<file path="config.mk">
export PLATFORM = sky130hd
export DESIGN_NAME = fifo_stream_reader
export DESIGN_NICKNAME = d
export VERILOG_FILES = /design/src/rtl/fifo_pkg.sv /design/src/rtl/stream_skid_buf.sv /design/src/rtl/fifo_stream_reader.sv
export SDC_FILE = /design/constraint.sdc
export NUM_CORES = 1
export LEC_CHECK = 0
export CAP_MARGIN = 30
export CORE_ASPECT_RATIO = 0.5
export CORE_MARGIN = 2
export CORE_UTILIZATION = 46
export DETAILED_ROUTE_END_ITERATION = 10
export GPL_TIMING_DRIVEN = 1
export PLACE_DENSITY = 0.86
export SKIP_CTS_REPAIR_TIMING = 1
export SLEW_MARGIN = 0
export SYNTH_ARGS = -nofsm -noshare
export SYNTH_HDL_FRONTEND = slang
export SYNTH_HIERARCHICAL = 1
export SYNTH_SLANG_ARGS = --single-unit
</file>
<file path="constraint.sdc">
create_clock -name clk -period 2.3 [get_ports clk]
set_input_delay 0.46 -clock clk [delete_from_list [all_inputs] [get_ports clk]]
set_output_delay 0.46 -clock clk [all_outputs]
set_load 0.03 [all_outputs]
</file>
<file path="src/rtl/fifo_pkg.sv">
// Shared definitions for the FIFO stream reader.
// Holds width defaults, skid depth and the read-room helper.
package fifo_pkg;

    localparam int DATASIZE_DFLT = 8;
    localparam int CNTSIZE_DFLT  = 16;
    localparam int SKID_DEPTH    = 2;

    typedef logic [1:0] occ_t;

    // True when a new read can be issued without ever exceeding the
    // skid depth, counting words held, words in flight and a pop now.
    function automatic logic room_ok(
        input occ_t occ,
        input logic infl,
        input logic pop
    );
        logic [2:0] lvl;
        lvl = {1'b0, occ} + {2'b00, infl} - {2'b00, pop};
        return lvl < 3'(SKID_DEPTH);
    endfunction

endpackage

</file>
<file path="src/rtl/stream_skid_buf.sv">
// Two-entry in-order buffer between FIFO read data and the stream.
// Ports: clk, rst (async active-low), push_i/push_data_i (capture),
// pop_i (stream transfer), occ_o (fill level), head_o/valid_o (stream).
module stream_skid_buf
    import fifo_pkg::*;
#(
    parameter int W = DATASIZE_DFLT
) (
    input  logic         clk,
    input  logic         rst,
    input  logic         push_i,
    input  logic [W-1:0] push_data_i,
    input  logic         pop_i,
    output occ_t         occ_o,
    output logic [W-1:0] head_o,
    output logic         valid_o
);

    logic [W-1:0] head_q, head_d;
    logic [W-1:0] tail_q, tail_d;
    occ_t         occ_q, occ_d;
    logic         valid_q;

    always_comb begin
        head_d = head_q;
        tail_d = tail_q;
        occ_d  = occ_q;
        unique case ({push_i, pop_i})
            2'b10: begin
                if (occ_q == 2'd0) head_d = push_data_i;
                else               tail_d = push_data_i;
                occ_d = occ_q + 2'd1;
            end
            2'b01: begin
                head_d = tail_q;
                occ_d  = occ_q - 2'd1;
            end
            2'b11: begin
                // Level stays put; the new word lands behind the
                // survivor so order is preserved.
                if (occ_q == 2'd1) begin
                    head_d = push_data_i;
                end else begin
                    head_d = tail_q;
                    tail_d = push_data_i;
                end
            end
            default: ;
        endcase
    end

    always_ff @(posedge clk or negedge rst) begin
        if (!rst) begin
            head_q  <= '0;
            tail_q  <= '0;
            occ_q   <= '0;
            valid_q <= 1'b0;
        end else begin
            head_q  <= head_d;
            tail_q  <= tail_d;
            occ_q   <= occ_d;
            valid_q <= (occ_d != 2'd0);
        end
    end

    assign occ_o   = occ_q;
    assign head_o  = head_q;
    assign valid_o = valid_q;

endmodule

</file>
<file path="src/rtl/fifo_stream_reader.sv">
// Pulls words from a 1-cycle-latency FIFO into a valid/ready stream.
// Ports: clk, rst (async active-low), rdata/rempty/r_en (FIFO side),
// m_data/m_valid/m_ready (stream side), rd_count (words delivered).
module fifo_stream_reader
    import fifo_pkg::*;
#(
    parameter int DATASIZE = DATASIZE_DFLT,
    parameter int CNTSIZE  = CNTSIZE_DFLT
) (
    input  logic                clk,
    input  logic                rst,
    input  logic [DATASIZE-1:0] rdata,
    input  logic                rempty,
    output logic                r_en,
    output logic [DATASIZE-1:0] m_data,
    output logic                m_valid,
    input  logic                m_ready,
    output logic [CNTSIZE-1:0]  rd_count
);

    localparam logic [CNTSIZE-1:0] CNT_ONE = CNTSIZE'(1);

    logic               inflight_q;
    logic               en_q;
    logic [CNTSIZE-1:0] cnt_q;
    occ_t               occ;
    logic               pop;

    assign pop = m_valid & m_ready;

    // en_q holds off reads until the first edge after reset release.
    assign r_en = rst & en_q & ~rempty
                & room_ok(occ, inflight_q, pop);

    always_ff @(posedge clk or negedge rst) begin
        if (!rst) begin
            inflight_q <= 1'b0;
            en_q       <= 1'b0;
            cnt_q      <= '0;
        end else begin
            inflight_q <= r_en;
            en_q       <= 1'b1;
            if (pop) cnt_q <= cnt_q + CNT_ONE;
        end
    end

    assign rd_count = cnt_q;

    stream_skid_buf #(
        .W (DATASIZE)
    ) u_skid (
        .clk         (clk),
        .rst         (rst),
        .push_i      (inflight_q),
        .push_data_i (rdata),
        .pop_i       (pop),
        .occ_o       (occ),
        .head_o      (m_data),
        .valid_o     (m_valid)
    );

endmodule

</file>
==> results of run 1 <==
## per-layer routing
layer	GRT usage (%)	up-vias
li1	-	658
met2	30.5	38
met3	4.17	2
met1	25.3	691
met5	0	-
met4	4.11	0
## synthesized netlist by cell type (3+ instances only)
cell	number
nand2b_1	6
ha_1	10
mux2_1	10
a31oi_1	6
xor2_1	7
a21oi_1	7
xnor2_1	9
nand3_1	11
nand2_1	3
nand4_1	4
and3_1	3
o21ai_0	6
inv_1	5
nor2_1	5
dfrtp_1	37
## worst min-delay path by stage
stage / startpoint / end / slack [ns] / cells past startpoint
6_report: rd_count[15] / rd_count[15] / 0.48 / 1
5_1_grt: rd_count[15] / rd_count[15] / 0.49 / 1
4_1_cts: rd_count[15] / rd_count[15] / 0.48 / 1
3_5_place_dp: rd_count[15] / rd_count[15] / 0.47 / 1
3_3_place_gp: u_skid/tail_q[6] / u_skid/tail_q[6] / 0.46 / 1
2_1_floorplan: rst / en_q / 0.16 / 0
## sequential cells by signal (all words and copies together) (netlist names)
register        flops
en_q                1
inflight_q          1
rd_count           16
u_skid/head_o       8
u_skid/occ_o        2
u_skid/tail_q       8
u_skid/valid_o      1
## worst max-delay path: stages (launching register included)
cell and delay (ns):
dfrtp_2 0.42, and2_4 0.15, ha_4 0.20, nand2b_4 0.13, fa_1 0.48, nand4b_1 0.16
nor2_4 0.15, buf_6 0.13
## layout make-up
cell class	instances	area, sq um
repair buffers	51	479
clock inverters	2	10.0
fillers	297	1390
inverters	6	22.5
clock buffers	6	72.6
flip-flops and latches	37	927
well taps	54	67.6
multi-input cells	110	911
## kinds of logic after synthesis
logic type / count (synthesis) / synth area share, %
other cells: 1 / 0.202
buf+inv: 11 / 2.63
compound gates: 24 / 7.69
flops: 37 / 49.9
mux: 14 / 8.83
simple gates: 44 / 15.4
xor+xnor: 16 / 7.55
fa+ha+maj: 11 / 7.82
## where the power goes
group | switching (mW) | total, mW | internal [mW]
Clock | 0.219 | 0.429 | 0.210
Combinational | 0.713 | 1.34 | 0.629
Sequential | 0.188 | 1.06 | 0.871
Total | 1.12 | 2.83 | 1.71
==> results.toml, run 1 <==
[timing]
finalCriticalPeriod_ns = 2.56
rsz0062_at_grt = "true"
finClkSkew_ns = 0.00138
fmax_mhz = 391
period_share_pct = 111
setup_violations = 1
tns_ns = -0.258
fin_ws_ns = -0.258
hold_slack_ns = 0.476
slew_viol_final = 0
hold_violations = 0

[routing]
dr.pass1.iters = 4
wirelength_microns = 3950
drt-met1-wl_microns = 1800
wl_met2_microns = 1950
routed-wl-met3_microns = 174
drc_errors = 0
drt-initial-drc-count = 60
ant_nets = 0
top_layer = "met4"
wire_per_inst_microns = 14.8
via_per_inst = 5.22
vias = 1389

[placed_design]
port-buffer-count = 37
dp_slack_ns = -0.518
hpwl_microns = 2850
placed_cell_area_sq_um = 2390
gp_congestion = 0.847
dp_cells = 256

[pwr]
powerDensity_nw_per_um2 = 1140
p_leak_nw = 1.11
finalPower_mw = 2.83
worst_ir_drop_vdd_uv = 335

[die]
die-area_sq_um = 4590
num_io_pins = 38
die_x_microns = 93.8
die_height_microns = 48.9
core_area_sq_um = 3880
num_rows = 16
start_util_pct = 47.8

[synth]
synth_warnings = 6
netlist_top_cells_area = "dfrtp_1, ha_1, mux2_1"
avgSynthCellArea_sq_um = 11.7
synth.distinct_cells = 39
ys.flop_type = "dfrtp_1"
synth_top_area_share_pct = 49.9
synth_top_area_cell = "dfrtp_1"
asyncSetResetFlopFracSynth_pct = 100
synth_edf_count = 0
synth_area_sq_um = 1860
ys_seq_area_share_pct = 49.9
synthCells = 158
syn_nets = 181
ys_ff_latch = 37

[cells_and_area]
final_common_cell = "dfrtp_1"
most-common-layout-cells = "dfrtp_1, clkdlybuf4s50_1, buf_4"
post-route-util_pct = 64.1
drive_gt1_share_pct = 16.0
areaGrowthSynthToFinish_pct = 34.2
layoutNonFillerInstCount = 266
n_antenna_cell = 0
fin_area_sq_um = 2490
nNetsFinal = 234

[setup_path]
crit_end = "r_en"
crit_arrival_ns = 2.10
cp_max_fo = 3
ff2ff_setup_slack_ns = 0.33
cp-startpoint = "u_skid/valid_o"
r2r_end = "u_skid/tail_q[3]"
r2r_start = "u_skid/valid_o"
r2r_cells = 8
endpoint_kind = "primary output"
crit_required_ns = 1.84
worstSetupPathType = "reg -> out"
cp-start-kind = "flip-flop"

[clocking]
htree_levels = 2
cts_tree = "built"
cts_buffers = 5
clk_pin_slew_ns = 0.07
worstSkewPairLatency_ns = 0.28
cts_root_buffer = "clkbuf_8"
numClockSinks = 37
cts.path.max_buffers = 2

[status]
violations = "setup timing"
status = "finished with violations"

[global_routing]
grt_max_degree = 38
grt_first_pass_wirelength_microns = 6620
grt_pass1_vias = 1380
grt_use_total_pct = 18.5
gr-total-overflow = 0
antenna_found_initial = 0

[flow_run]
max_cap_viol_count = 0

[worst_hold_path]
hold_path_class = "reg -> reg"
Power figures use the tool's default switching activity.
==> inputs of run 2 (changes only) <==
Settings changed: GPL_ROUTABILITY_DRIVEN set to 0.
==> results of run 2 <==
No change in the layout: final DEF, timing and power equal those of run 1.
==> inputs of run 3 (changes only) <==
Settings changed: SKIP_CTS_REPAIR_TIMING 1 to unset.
==> results.toml, run 3 (synthesis gave the netlist of run 1 again) <==
[status]
status = "finished with violations"
violations = "setup timing"

[routing]
vias = 1395
drt-initial-drc-count = 74
ant_nets = 0
drc_errors = 0
via_per_inst = 5.22
wirelength_microns = 3960
dr.pass1.iters = 4
wire_per_inst_microns = 14.8

[clocking]
clk_pin_slew_ns = 0.07
cts_root_buffer = "clkbuf_8"
postCtsHoldBufs = 0
htree_levels = 2
numClockSinks = 37
cts.path.max_buffers = 2
cts_tree = "built"
cts_buffers = 5
worstSkewPairLatency_ns = 0.27

[cells_and_area]
filler_cell_count = 298
final_common_cell = "dfrtp_1"
nNetsFinal = 235
drive_gt1_share_pct = 16.4
most-common-layout-cells = "dfrtp_1, clkdlybuf4s50_1, buf_4"
n_antenna_cell = 0
largest_register_ffs = 16
areaGrowthSynthToFinish_pct = 34.5

[setup_path]
cp-start-kind = "flip-flop"
cp_slowest_cell = "fa_1"
endpoint_kind = "primary output"
crit_arrival_ns = 2.07
slowest_delay_ns = 0.48
crit_buf_inv = 1
cpLargestDelayFamily = "adder cells"
timing.critical_path.cells = "and2_4 -> ha_4 -> nand2b_4 -> fa_1 -> nand4b_1 -> nor2_4 -> buf_6"
cp_max_fo = 2
crit_required_ns = 1.84
worstSetupPathType = "reg -> out"

[global_routing]
grt.busiest_layer = "met2"
grt_pass1_vias = 1402
use_met1_pct = 25.3
grt_first_pass_wirelength_microns = 6800
grt_max_degree = 38
gr-total-overflow = 0
grt_use_total_pct = 19.1
grtUsageMet3_pct = 4.17
use_met2_pct = 32.5
antenna_found_initial = 0

[placed_design]
dp_slack_ns = -0.518
port-buffer-count = 37
hpwl_microns = 2850

[timing]
finalCriticalPeriod_ns = 2.53
period_share_pct = 110
finClkSkew_ns = 0.00112
tns_ns = -0.226
setup_violations = 1
fin_ws_ns = -0.226
slew_viol_final = 0
hold_violations = 0
fmax_mhz = 396
rsz0062_at_grt = "true"

[worst_hold_path]
hold_path_class = "reg -> reg"

[flow_run]
max_cap_viol_count = 0

[die]
start_util_pct = 47.8
num_rows = 16
die_height_microns = 48.9
core_area_sq_um = 3880
die_x_microns = 93.8
num_io_pins = 38
die-area_sq_um = 4590

[pwr]
p_leak_nw = 1.11
worst_ir_drop_vdd_uv = 336
finalPower_mw = 2.83
powerDensity_nw_per_um2 = 1130
-- run 3: path summary, 6_finish.rpt --
path                                    endpoint  slack [ns]  depth (start not counted)           start
min in group asynchronous        u_skid/occ_o[0]        0.64                          2             rst
worst min register to register      rd_count[15]        0.48                          1    rd_count[15]
worst min-delay path                rd_count[15]        0.48                          1    rd_count[15]
max in group asynchronous         u_skid/valid_o        1.30                          2             rst
worst max-delay path                        r_en       -0.23                          7  u_skid/valid_o
worst max register to register  u_skid/tail_q[3]        0.33                          8  u_skid/valid_o
-- run 3: area by class of cell --
cell class                      instances  area [sq um]  share of cell area (%)
Clock buffer                            6          72.6                    2.91
Clock inverter                          2          10.0                   0.401
Inverter                                6          22.5                   0.903
Multi-Input combinational cell        110           911                    36.5
Sequential cell                        37           927                    37.2
Tap cell                               54          67.6                    2.71
Timing Repair Buffer                   52           484                    19.4
-- run 3: timing repair --
action	4_1_cts	5_1_grt
gates cloned	0	0
setup endpoints to repair	1	1
hold endpoints to repair	0	0
buffers inserted	2	1
pin swaps	3	1
resized for setup	3	0
-- run 3: through the flow --
step                instances  hold slack, ns  area [sq um]  util, %
finish                    267           0.476          2490     64.2
global route              267           0.494          2490     64.2
CTS                       266           0.479          2490     64.0
detailed placement        256           0.468          2390     61.4
global placement          256           0.463          2390     61.4
floorplan                 158           0.164          1900        -
-- run 3: where the power goes --
part | internal [mW] | switching [mW] | leakage [nW]
sequential | 0.871 | 0.184 | 0.464
clock | 0.210 | 0.214 | 0.0450
combinational | 0.636 | 0.714 | 0.601
total | 1.72 | 1.11 | 1.11
-- run 3: metal layers --
layer | up-vias | part of all wire [%]
met3 | 4 | 4.4
met2 | 42 | 50
li1 | 662 | -
met5 | - | 0
met1 | 687 | 45
met4 | 0 | 1.0
